**config.mk**
```make
export PLATFORM = sky130hd
export DESIGN_NAME = li_expander_flat
export DESIGN_NICKNAME = d
export VERILOG_FILES = /design/src/rtl/li_expander_if.sv /design/src/rtl/li_expander.sv /design/src/flat_wrapper.sv
export SDC_FILE = /design/constraint.sdc
export NUM_CORES = 1
export LEC_CHECK = 0
export CORE_ASPECT_RATIO = 1.5
export CORE_MARGIN = 4
export CORE_UTILIZATION = 49
export CTS_CLUSTER_SIZE = 10
export DETAILED_ROUTE_END_ITERATION = 8
export GPL_TIMING_DRIVEN = 0
export HOLD_SLACK_MARGIN = 0.02
export PLACE_DENSITY = 0.79
export SLEW_MARGIN = 20
export SYNTH_ARGS = -nofsm -noshare
export SYNTH_HDL_FRONTEND = slang
export SYNTH_SLANG_ARGS = --single-unit
```
**constraint.sdc**
```tcl
create_clock -name clk -period 2 [get_ports clk]
set_clock_uncertainty 0.05 [all_clocks]
set_input_delay 0.4 -clock clk [delete_from_list [all_inputs] [get_ports clk]]
set_output_delay 0.4 -clock clk [all_outputs]
set_load 0.1 [all_outputs]
```
**src/rtl/li_expander_if.sv**
```systemverilog
// Request/response stream bundle for the constant-load expander.
//   in_*  : constant + destination register from the requester (valid/ready)
//   out_* : generated MIPS instruction words to the consumer (valid/ready, last flag)
interface li_expander_if;
  logic        in_valid;
  logic        in_ready;
  logic [31:0] in_value;
  logic [4:0]  in_rt;
  logic        out_valid;
  logic        out_ready;
  logic [31:0] out_word;
  logic        out_last;

  // slave: the expander itself
  modport slave (
    input  in_valid, in_value, in_rt, out_ready,
    output in_ready, out_valid, out_word, out_last
  );

  // master: the requester/consumer environment around the expander
  modport master (
    output in_valid, in_value, in_rt, out_ready,
    input  in_ready, out_valid, out_word, out_last
  );
endinterface

```
**src/rtl/li_expander.sv**
```systemverilog
// Converts a 32-bit constant + rt into the shortest MIPS load sequence (addiu | ori | lui | lui+ori).
// Latency: first word registered, valid the cycle after acceptance; one request in flight at a time.
// Backpressure: out_word/out_last/state hold while out_valid && !out_ready; in_ready only when idle.
// Ports:
//   clk    - clock, rising edge
//   reset  - synchronous, active-high; drops any in-flight request
//   bus    - li_expander_if.slave (in_valid/in_ready/in_value/in_rt, out_valid/out_ready/out_word/out_last)
module li_expander #(
  parameter bit USE_ADDIU = 1'b1
) (
  input  logic          clk,
  input  logic          reset,
  li_expander_if.slave  bus
);

  localparam logic [5:0] OP_ADDIU = 6'b001001;
  localparam logic [5:0] OP_ORI   = 6'b001101;
  localparam logic [5:0] OP_LUI   = 6'b001111;

  typedef enum logic [1:0] {
    K_ADDIU,
    K_ORI0,
    K_LUI,
    K_PAIR
  } kind_e;

  typedef enum logic [1:0] {
    IDLE,
    EMIT1,
    EMIT2
  } state_e;

  // Priority-ordered choice of sequence for a constant.
  function automatic kind_e classify(input logic [31:0] v);
    kind_e k;
    if (USE_ADDIU && (v[31:16] == {16{v[15]}})) k = K_ADDIU;
    else if (v[31:16] == 16'h0000)              k = K_ORI0;
    else if (v[15:0] == 16'h0000)               k = K_LUI;
    else                                        k = K_PAIR;
    return k;
  endfunction

  state_e      state_q;
  logic [31:0] val_q;
  logic [4:0]  rt_q;
  logic        in_ready_q;
  logic        out_valid_q;
  logic [31:0] out_word_q;
  logic        out_last_q;

  kind_e       kind_in_d;
  logic [31:0] first_word_d;
  logic        first_last_d;
  logic [31:0] orir_word_d;
  logic        pair_q_d;

  // First word is built straight from the incoming request so that it can be
  // registered in the accept cycle; it matches what the captured copy selects.
  always_comb begin
    kind_in_d    = classify(bus.in_value);
    first_word_d = {OP_LUI, 5'd0, bus.in_rt, bus.in_value[31:16]};
    unique case (kind_in_d)
      K_ADDIU: first_word_d = {OP_ADDIU, 5'd0, bus.in_rt, bus.in_value[15:0]};
      K_ORI0:  first_word_d = {OP_ORI,   5'd0, bus.in_rt, bus.in_value[15:0]};
      K_LUI:   first_word_d = {OP_LUI,   5'd0, bus.in_rt, bus.in_value[31:16]};
      K_PAIR:  first_word_d = {OP_LUI,   5'd0, bus.in_rt, bus.in_value[31:16]};
      default: first_word_d = {OP_LUI,   5'd0, bus.in_rt, bus.in_value[31:16]};
    endcase
    first_last_d = (kind_in_d != K_PAIR);
  end

  // Second half of a pair comes only from the captured request.
  assign orir_word_d = {OP_ORI, rt_q, rt_q, val_q[15:0]};
  assign pair_q_d    = (classify(val_q) == K_PAIR);

  always_ff @(posedge clk) begin
    if (reset) begin
      state_q     <= IDLE;
      val_q       <= '0;
      rt_q        <= '0;
      in_ready_q  <= 1'b1;
      out_valid_q <= 1'b0;
      out_word_q  <= '0;
      out_last_q  <= 1'b0;
    end else begin
      unique case (state_q)
        IDLE: begin
          if (bus.in_valid) begin
            val_q       <= bus.in_value;
            rt_q        <= bus.in_rt;
            in_ready_q  <= 1'b0;
            out_valid_q <= 1'b1;
            out_word_q  <= first_word_d;
            out_last_q  <= first_last_d;
            state_q     <= EMIT1;
          end
        end
        EMIT1: begin
          if (bus.out_ready) begin
            if (pair_q_d) begin
              out_word_q <= orir_word_d;
              out_last_q <= 1'b1;
              state_q    <= EMIT2;
            end else begin
              // Returning to IDLE here (not accepting) guarantees a gap cycle.
              out_valid_q <= 1'b0;
              in_ready_q  <= 1'b1;
              state_q     <= IDLE;
            end
          end
        end
        EMIT2: begin
          if (bus.out_ready) begin
            out_valid_q <= 1'b0;
            in_ready_q  <= 1'b1;
            state_q     <= IDLE;
          end
        end
        default: begin
          out_valid_q <= 1'b0;
          in_ready_q  <= 1'b1;
          state_q     <= IDLE;
        end
      endcase
    end
  end

  assign bus.in_ready  = in_ready_q;
  assign bus.out_valid = out_valid_q;
  assign bus.out_word  = out_word_q;
  assign bus.out_last  = out_last_q;

endmodule

```
**src/flat_wrapper.sv**
```systemverilog
// flat-port wrapper written by rule: the top's interface ports become plain ports
module li_expander_flat 
#(
  parameter bit USE_ADDIU = 1'b1
)
  (clk, reset, bus_in_valid, bus_in_value, bus_in_rt, bus_out_ready, bus_in_ready, bus_out_valid, bus_out_word, bus_out_last);
  li_expander_if bus_i ();
  input  logic clk;
  input  logic reset;
  input wire logic [$bits(bus_i.in_valid)-1:0] bus_in_valid;
  input wire logic [$bits(bus_i.in_value)-1:0] bus_in_value;
  input wire logic [$bits(bus_i.in_rt)-1:0] bus_in_rt;
  input wire logic [$bits(bus_i.out_ready)-1:0] bus_out_ready;
  output wire logic [$bits(bus_i.in_ready)-1:0] bus_in_ready;
  output wire logic [$bits(bus_i.out_valid)-1:0] bus_out_valid;
  output wire logic [$bits(bus_i.out_word)-1:0] bus_out_word;
  output wire logic [$bits(bus_i.out_last)-1:0] bus_out_last;
  assign bus_i.in_valid = bus_in_valid;
  assign bus_i.in_value = bus_in_value;
  assign bus_i.in_rt = bus_in_rt;
  assign bus_i.out_ready = bus_out_ready;
  assign bus_in_ready = bus_i.in_ready;
  assign bus_out_valid = bus_i.out_valid;
  assign bus_out_word = bus_i.out_word;
  assign bus_out_last = bus_i.out_last;
  li_expander #(.USE_ADDIU(USE_ADDIU)) u_core (.clk(clk), .reset(reset), .bus(bus_i));
endmodule
```
Word level (Yosys, flattened, before mapping)

Index checks and enable logic that the tools add are counted.
Widths: inputs -> output; s select.

Flip-flop bits (word level): 74
Bits in latches: 0
Bits in writable memories: 0
Memory bits (read-only): 0
Input bits: 41
Output and inout port bits: 35
Word-level logic and storage cells: 63
Memories: 0

$add $sub $neg: 0
$mul: 0
Div/mod/pow operators: 0
$lt $le $gt $ge: 0
Equal/unequal tests: 14
Shift-type cells: 0
Muxes and demuxes: 30
Bitwise logic cells: 0
Reductions and logical operators: 12

Operator list:

| kind               | number |
|---|---|
| $mux 32            | 3 |
| $pmux 32 s3        | 1 |
| $logic_not 16->1   | 4 |
| $pmux 32 s2        | 1 |
| $eq 16x16->1       | 2 |
| $mux 2             | 8 |
| $mux 1             | 13 |
| $ne 2x2->1 const B | 5 |
| $eq 2x2->1 const B | 4 |
| $reduce_and 4->1   | 2 |
| $pmux 1 s3         | 2 |
| $pmux 2 s3         | 1 |
| $eq 2x1->1 const B | 2 |
| $logic_not 2->1    | 2 |
| $reduce_and 3->1   | 1 |
| $ne 2x1->1 const B | 1 |
| $pmux 1 s2         | 1 |
| $reduce_and 2->1   | 1 |
| $reduce_bool 2->1  | 1 |
| $reduce_or 2->1    | 1 |

Depth between registers and ports, before layout

Gate-level depths: netlist of run 1.

Depth after elaboration: 9
Gate-level depth with buffers: 8
Mapped depth without buffers: 6

Worst setup path after synthesis of run 1

Ideal clock, no wire load.

Kind: register to output
Start point: register u_core.bus.out_word[26] (netlist name)
End point: output port bus_out_word[29]
Data arrival time: 1.374 ns
Data required time: 1.550 ns
Setup slack: 0.176 ns
Cell stages (with the launch flop): 2
Path buffers: 1
Cell sequence: dfxtp_1 > buf_4

RTL lines:

| what          | RTL line           | text |
|---|---|---|
| end, declared | flat_wrapper.sv:16 | `output wire logic [$bits(bus_i.out_word)-1:0] bus_out_word;` |

Final worst setup path of run 1

Start point: register u_core.out_word_q[24] (netlist: u_core.bus.out_word[24])
End point: output port bus_out_word[24]

RTL lines:

| what                   | RTL line           | text |
|---|---|---|
| start, declared        | li_expander.sv:48  | `logic [31:0] out_word_q;` |
| start signal, assigned | li_expander.sv:93  | `out_word_q <= first_word_d;` |
| start signal, assigned | li_expander.sv:101 | `out_word_q <= orir_word_d;` |

No word-level cell between the ends.

==> results.py, run 1 <==
metrics = {
    "global_routing": {
        "overflow": 0,
        "gr-usage-all-layers_pct": 24.3,
        "grt_pass1_vias": 2976,
        "antenna_found_initial": 0,
        "grt_pass1_wl_mm": 14.7,
        "grt_max_degree": 13,
    },
    "critical_path": {
        "start_kind": "register",
        "setup.worst_path.start": "u_core.bus.out_word[24]$_SDFFE_PP0P_",
        "slowest_stage": "dlygate4sd2_1",
        "critPathMaxStageDelay_ns": 0.85,
        "critPathMaxFanout": 2,
        "ff2ff_setup_slack_ns": 0.08,
        "reg2reg_depth": 8,
        "required_ns": 1.55,
        "crit_end": "bus_out_word[24]",
        "critPathBufInv": 1,
        "rr_endpoint": "u_core.bus.out_word[1]$_SDFFE_PP0P_",
        "critPathKind": "reg2out",
        "crit_chain": "dlygate4sd2_1",
        "arrival_ns": 1.52,
        "crit-reg2reg-launch": "u_core.val_q[14]$_SDFFE_PP0P_",
        "end_kind": "output port",
        "cp.depth": 1,
        "crit_family": "buffers and inverters",
    },
    "clock_tree": {
        "numCtsBuffers": 9,
        "hold_buffers": 0,
        "htreeDepth": 3,
        "cts_buffer_depth": 2,
        "clkTransAtPathRegs_ns": 0.07,
        "clk_latency_ns": 0.35,
        "cts_tree": "done",
        "cts_root_buffer": "clkbuf_8",
        "cts_sinks": 71,
    },
    "floorplanning": {
        "initial_utilization_pct": 50.9,
        "core_sq_um": 6170,
        "io_pins": 76,
        "row_count": 35,
        "fp.dieW_um": 73.4,
        "die_area_sq_um": 7780,
        "die_y_um": 106,
    },
    "sta": {
        "setup-tns-final_ns": 0,
        "setup_viol": 0,
        "max_freq_mhz": 508,
        "hold_viol": 0,
        "setup_ws_ns": 0.0329,
        "slew_headroom_pct": 35.8,
        "final.period_utilization_pct": 98.4,
        "slew_violations": 0,
        "worst_hold_slack_ns": 0.297,
        "worstMarginPinSlew_ns": 0.967,
        "period_needed_ns": 1.97,
    },
    "final_layout": {
        "diodes": 0,
        "final_util_pct": 68.3,
        "final_layout_size_suffix_gt1_share_pct": 16.4,
        "syn2layout_area_growth_pct": 34.3,
        "nets": 532,
    },
    "placed_design": {
        "gp_congestion": 1.01,
        "io_buffer_count": 72,
        "dp_worst_setup_slack_ns": -0.622,
        "dp_hpwl_mm": 7.04,
    },
    "power": {
        "peakVddDrop_uv": 631,
        "total_power_w": 0.00403,
        "p_leak_nw": 1.62,
        "powerDensity_nw_per_um2": 955,
    },
    "yosys": {
        "synth-simple-area-share_pct": 29.4,
        "synth_mux_area_share_pct": 0.637,
        "async_flop_share_pct": 0,
        "synth_compound_area_share_pct": 19.1,
        "synth_xor_xnor_area_share_pct": 0,
        "yosysTopAreaCellShare_pct": 45.2,
        "ys_seq_area_share_pct": 45.2,
        "yosys.area.top_type": "dfxtp_1",
        "synth_most_common_cell": "nand2_1",
        "synth-seq-cells": 71,
        "avgSynthCellArea_sq_um": 7.80,
        "synth_cell_types": 32,
        "yosysWarnings": 0,
        "synth_area_leaders": "dfxtp_1 (45%), nand2_1 (13%), a21oi_1 (9.1%)",
        "synth-edff-count": 0,
        "synthAdderAreaFrac_pct": 0,
        "synth_ff_type": "dfxtp_1",
        "syn-instance-count": 403,
        "synth_top_family_by_area": "simple AND/OR/NAND/NOR gates",
        "synthTopCellsByCount": "nand2_1 (112), dfxtp_1 (71), a21oi_1 (57)",
        "synth_area_sq_um": 3140,
    },
    "route": {
        "routedWlPerCell_um": 16.7,
        "routed_wl_mm": 9.52,
        "vias": 3317,
        "drc": 0,
        "avgViaCountPerCell": 5.83,
        "drt_iter0_markers": 256,
        "drtAntennaViolNets": 0,
        "drt-pass1-iter-count": 5,
    },
    "worst_hold_path": {
        "hold_start": "bus_in_value[15]",
        "min_path_type": "in2reg",
    },
    "status": {
        "status": "completed",
    },
    "run": {
        "maxCapViolCount": 0,
    },
}
## per-layer routing
layer	routed length, um	track usage [%]	vias up
li1	-	-	1586
met1	3650	29.9	1529
met2	4800	40.5	169
met3	785	4.26	33
met4	292	11.0	0
met5	0	0	-
## where the power goes
group	total (W)	switching [W]	internal [W]
Clock	0.00124	0.000544	0.000693
Sequential	0.00162	0.0000855	0.00153
Combinational	0.00118	0.000853	0.000324
## layout by cell type (no fill, tap or decap), types with 2 or more instances in the layout
cell             Yosys  final
conb_1               1      2
a221o_1             13     13
and2_1               3      3
nor4_4               0      2
nor4_1              16     11
buf_4                6     12
clkdlybuf4s50_1      0     21
o21ai_0              3      3
clkbuf_1            18     14
dlygate4sd2_1        0     12
buf_6                2      4
nand3_1             23     22
nand2_1            112    111
dfxtp_1             71     67
nor3_2               0      2
clkbuf_2             0     22
clkinv_2             0      2
nor4_2               0      3
a21oi_2              2      2
a311oi_2             0      5
nand4_1             10     10
nand2b_1            16     16
clkdlybuf4s15_1      0     21
bufinv_16            0      2
a21oi_1             57     57
buf_2                6      3
clkbuf_8             0      9
dfxtp_2              0      4
mux2i_1              2      2
a311oi_1             8      3
nor2_1              19     19
a221o_2              2      2
## how the worst min path moves through the flow
stage | endpoint | cells after the start
after CTS | u_core.bus.out_word[25]$_SDFFE_PP0P_ | 2
final | u_core.val_q[15]$_SDFFE_PP0P_ | 3
after global placement | u_core.bus.out_word[22]$_SDFFE_PP0P_ | 2
after floorplan | u_core.val_q[14]$_SDFFE_PP0P_ | 2
after detailed placement | u_core.bus.out_word[25]$_SDFFE_PP0P_ | 2
after global routing | u_core.val_q[15]$_SDFFE_PP0P_ | 3
## state kept, by name (all words and copies together) (netlist names)
| name | flops |
|---|---|
| u_core.bus.out_word | 29 |
| u_core.state_q | 2 |
| u_core.val_q | 32 |
| u_core.bus.out_valid | 1 |
| u_core.bus.in_ready | 1 |
| u_core.bus.out_last | 1 |
| u_core.rt_q | 5 |
## tightest hold or removal path: cells and delay by family
family / cells / cell delay (ns)
buf+inv: 1 / 0.13
simple gates: 1 / 0.07
compound gates: 1 / 0.05
## timing repair
action | in CTS | in global routing
endpoints found under the setup margin | 62 | 78
pin swaps | 2 | 5
gates resized for setup | 69 | 72
gates cloned | 1 | 0
setup buffers | 3 | 0
## logic make-up (layout without fill, tap and decap cells)
family / Yosys count / count (layout)
multiplexers: 2 / 2
AO/OA/AOI/OAI: 91 / 91
buffers and inverters: 34 / 125
flip-flops: 71 / 71
AND/OR/NAND/NOR: 204 / 204
other: 1 / 2
## cell type report
type | count | area (sq um)
repair buffers | 76 | 648
fillers | 519 | 1950
clock inverters | 6 | 86.3
multi-input cells | 299 | 1650
plain buffers | 33 | 190
flip-flops and latches | 71 | 1430
clock buffers | 9 | 124
inverters | 1 | 3.75
well taps | 74 | 92.6
## metrics by stage
stage	cell area, sq um	std cells
3_3_place_gp	3960	550
2_1_floorplan	3150	404
6_report	4220	569
4_1_cts	4170	569
5_1_grt	4220	569
3_5_place_dp	3960	550
No activity file was read; power rests on OpenSTA's default activity.
==> inputs of run 2 (changes only) <==
--- a/config.mk
+++ b/config.mk
@@ -12,7 +12,7 @@
 export DETAILED_ROUTE_END_ITERATION = 8
 export GPL_TIMING_DRIVEN = 0
 export HOLD_SLACK_MARGIN = 0.02
-export PLACE_DENSITY = 0.79
+export PLACE_DENSITY_LB_ADDON = 0.3
 export SLEW_MARGIN = 20
 export SYNTH_ARGS = -nofsm -noshare
 export SYNTH_HDL_FRONTEND = slang
==> results.py, run 2 (synthesis results as in run 1) <==
metrics = {
    "status": {
        "status": "completed",
    },
    "critical_path": {
        "critPathKind": "reg2reg",
        "crit_end": "u_core.bus.out_last$_SDFFE_PP0P_",
        "critPathMaxFanout": 10,
        "end_kind": "register",
        "setup.worst_path.start": "u_core.val_q[7]$_SDFFE_PP0P_",
        "start_kind": "register",
        "ff2ff_setup_slack_ns": 0.03,
        "arrival_ns": 2.15,
        "rr_endpoint": "u_core.bus.out_last$_SDFFE_PP0P_",
        "reg2reg_depth": 7,
        "required_ns": 2.18,
        "crit-reg2reg-launch": "u_core.val_q[7]$_SDFFE_PP0P_",
    },
    "final_layout": {
        "syn2layout_area_growth_pct": 34.7,
        "final_common_cell": "nand2_1",
        "regMostFlops": "u_core.val_q",
        "diodes": 0,
        "seq_area_sq_um": 1430,
        "multi_input_area_sq_um": 1640,
        "nets": 529,
        "largest_reg_flops": 32,
        "layout_common_cells": "nand2_1 (111), dfxtp_1 (68), a21oi_1 (56)",
        "final_layout_size_suffix_gt1_share_pct": 14.8,
        "fin_area_sq_um": 4230,
        "fill_cells": 528,
    },
    "sta": {
        "setup_ws_ns": 0.0304,
        "worstMarginPinSlew_ns": 0.957,
        "slew_violations": 0,
        "grt_setup_unrepaired": "yes",
        "max_freq_mhz": 508,
        "worst_hold_slack_ns": 0.305,
        "setup-tns-final_ns": 0,
        "slew_headroom_pct": 36.4,
        "final.period_utilization_pct": 98.5,
        "period_needed_ns": 1.97,
        "hold_viol": 0,
        "setup_viol": 0,
    },
    "global_routing": {
        "gr-usage-all-layers_pct": 23.7,
        "antenna_found_initial": 0,
        "grt_pass1_wl_mm": 14.6,
        "overflow": 0,
        "grt_pass1_vias": 3055,
        "grt_max_degree": 13,
    },
    "clock_tree": {
        "cts_tree": "done",
        "clk_latency_ns": 0.34,
        "clkTransAtPathRegs_ns": 0.08,
        "hold_buffers": 0,
        "cts_buffer_depth": 2,
        "cts_root_buffer": "clkbuf_8",
        "htreeDepth": 3,
        "numCtsBuffers": 9,
        "cts_sinks": 71,
    },
    "placed_design": {
        "dp_hpwl_mm": 7.06,
        "gp_congestion": 0.918,
        "io_buffer_count": 72,
        "dp_worst_setup_slack_ns": -0.628,
        "post_dp_cell_area_sq_um": 3960,
    },
    "route": {
        "drc": 0,
        "routedWlPerCell_um": 16.6,
        "drtAntennaViolNets": 0,
        "drt_iter0_markers": 231,
        "routed_wl_mm": 9.39,
        "vias": 3276,
        "avgViaCountPerCell": 5.79,
        "drt-pass1-iter-count": 5,
    },
    "floorplanning": {
        "initial_utilization_pct": 50.9,
        "io_pins": 76,
        "row_count": 35,
        "core_sq_um": 6170,
        "fp.dieW_um": 73.4,
        "die_area_sq_um": 7780,
        "die_y_um": 106,
    },
    "power": {
        "p_leak_nw": 1.62,
        "powerDensity_nw_per_um2": 987,
        "peakVddDrop_uv": 581,
        "total_power_w": 0.00418,
    },
    "worst_hold_path": {
        "hold_start": "bus_in_value[17]",
        "min_path_type": "in2reg",
    },
    "run": {
        "maxCapViolCount": 0,
    },
}
run 2: cell count changes in the layout (fill, tap and decap cells not counted), sizes merged:
cell | previous run | this run
clkinv | 3 | 1
clkdlybuf4s15 | 21 | 23
dlymetal6s2s | 0 | 1
buf | 19 | 17
clkbuf | 45 | 43
bufinv | 2 | 3
dlygate4sd2 | 12 | 11
run 2: worst min path at each step:
stage                                                       to  slack [ns]  depth (start not counted)
final                            u_core.val_q[17]$_SDFFE_PP0P_        0.31                          3
after global routing             u_core.val_q[17]$_SDFFE_PP0P_        0.32                          3
after CTS                  u_core.bus.out_word[9]$_SDFFE_PP0P_        0.41                          2
after detailed placement   u_core.bus.out_word[9]$_SDFFE_PP0P_        0.40                          2
after global placement    u_core.bus.out_word[15]$_SDFFE_PP0P_        0.39                          2
after floorplan                  u_core.val_q[14]$_SDFFE_PP0P_        0.39                          2
run 2: area by class of cell:
class                           instances  area share [%]
Buffer                                 33            4.40
Clock buffer                           10            3.25
Clock inverter                          5            2.51
Inverter                                1          0.0887
Multi-Input combinational cell        299            38.8
Sequential cell                        71            33.7
Tap cell                               74            2.19
Timing Repair Buffer                   73            15.1
run 2: layer usage:
layer | routed length, um | up-vias | global-route usage (%)
li1 | - | 1578 | -
met1 | 3620 | 1526 | 29.0
met2 | 4830 | 148 | 40.1
met3 | 668 | 24 | 4.64
met4 | 273 | 0 | 9.07
met5 | 0 | - | 0
run 2: timing repair:
item,4_1_cts,5_1_grt
pin swaps,2,7
gates cloned,0,0
resized for setup,70,62
buffers inserted,1,0
setup endpoints to repair,54,69
run 2: critical path: stages, from the launching register on:
cell and delay [ns]:
dfxtp_2 0.35, nor4_4 0.29, nand4_1 0.21, a21bo_2 0.26, and2_1 0.14, buf_6 0.14
buf_6 0.14, a311oi_1 0.28
run 2: power by group:
| group | switching [W] | total [W] | internal (W) | leakage, nW |
|---|---|---|---|---|
| registers | 0.0000870 | 0.00162 | 0.00153 | 0.585 |
| logic | 0.000848 | 0.00117 | 0.000319 | 0.914 |
| clock network | 0.000535 | 0.00139 | 0.000858 | 0.119 |
run 2: stage by stage:
| stage | instances | utilization, % |
|---|---|---|
| floorplan | 404 | - |
| global placement | 550 | 64.1 |
| detailed placement | 550 | 64.1 |
| CTS | 566 | 67.7 |
| global route | 566 | 68.6 |
| finish | 566 | 68.6 |
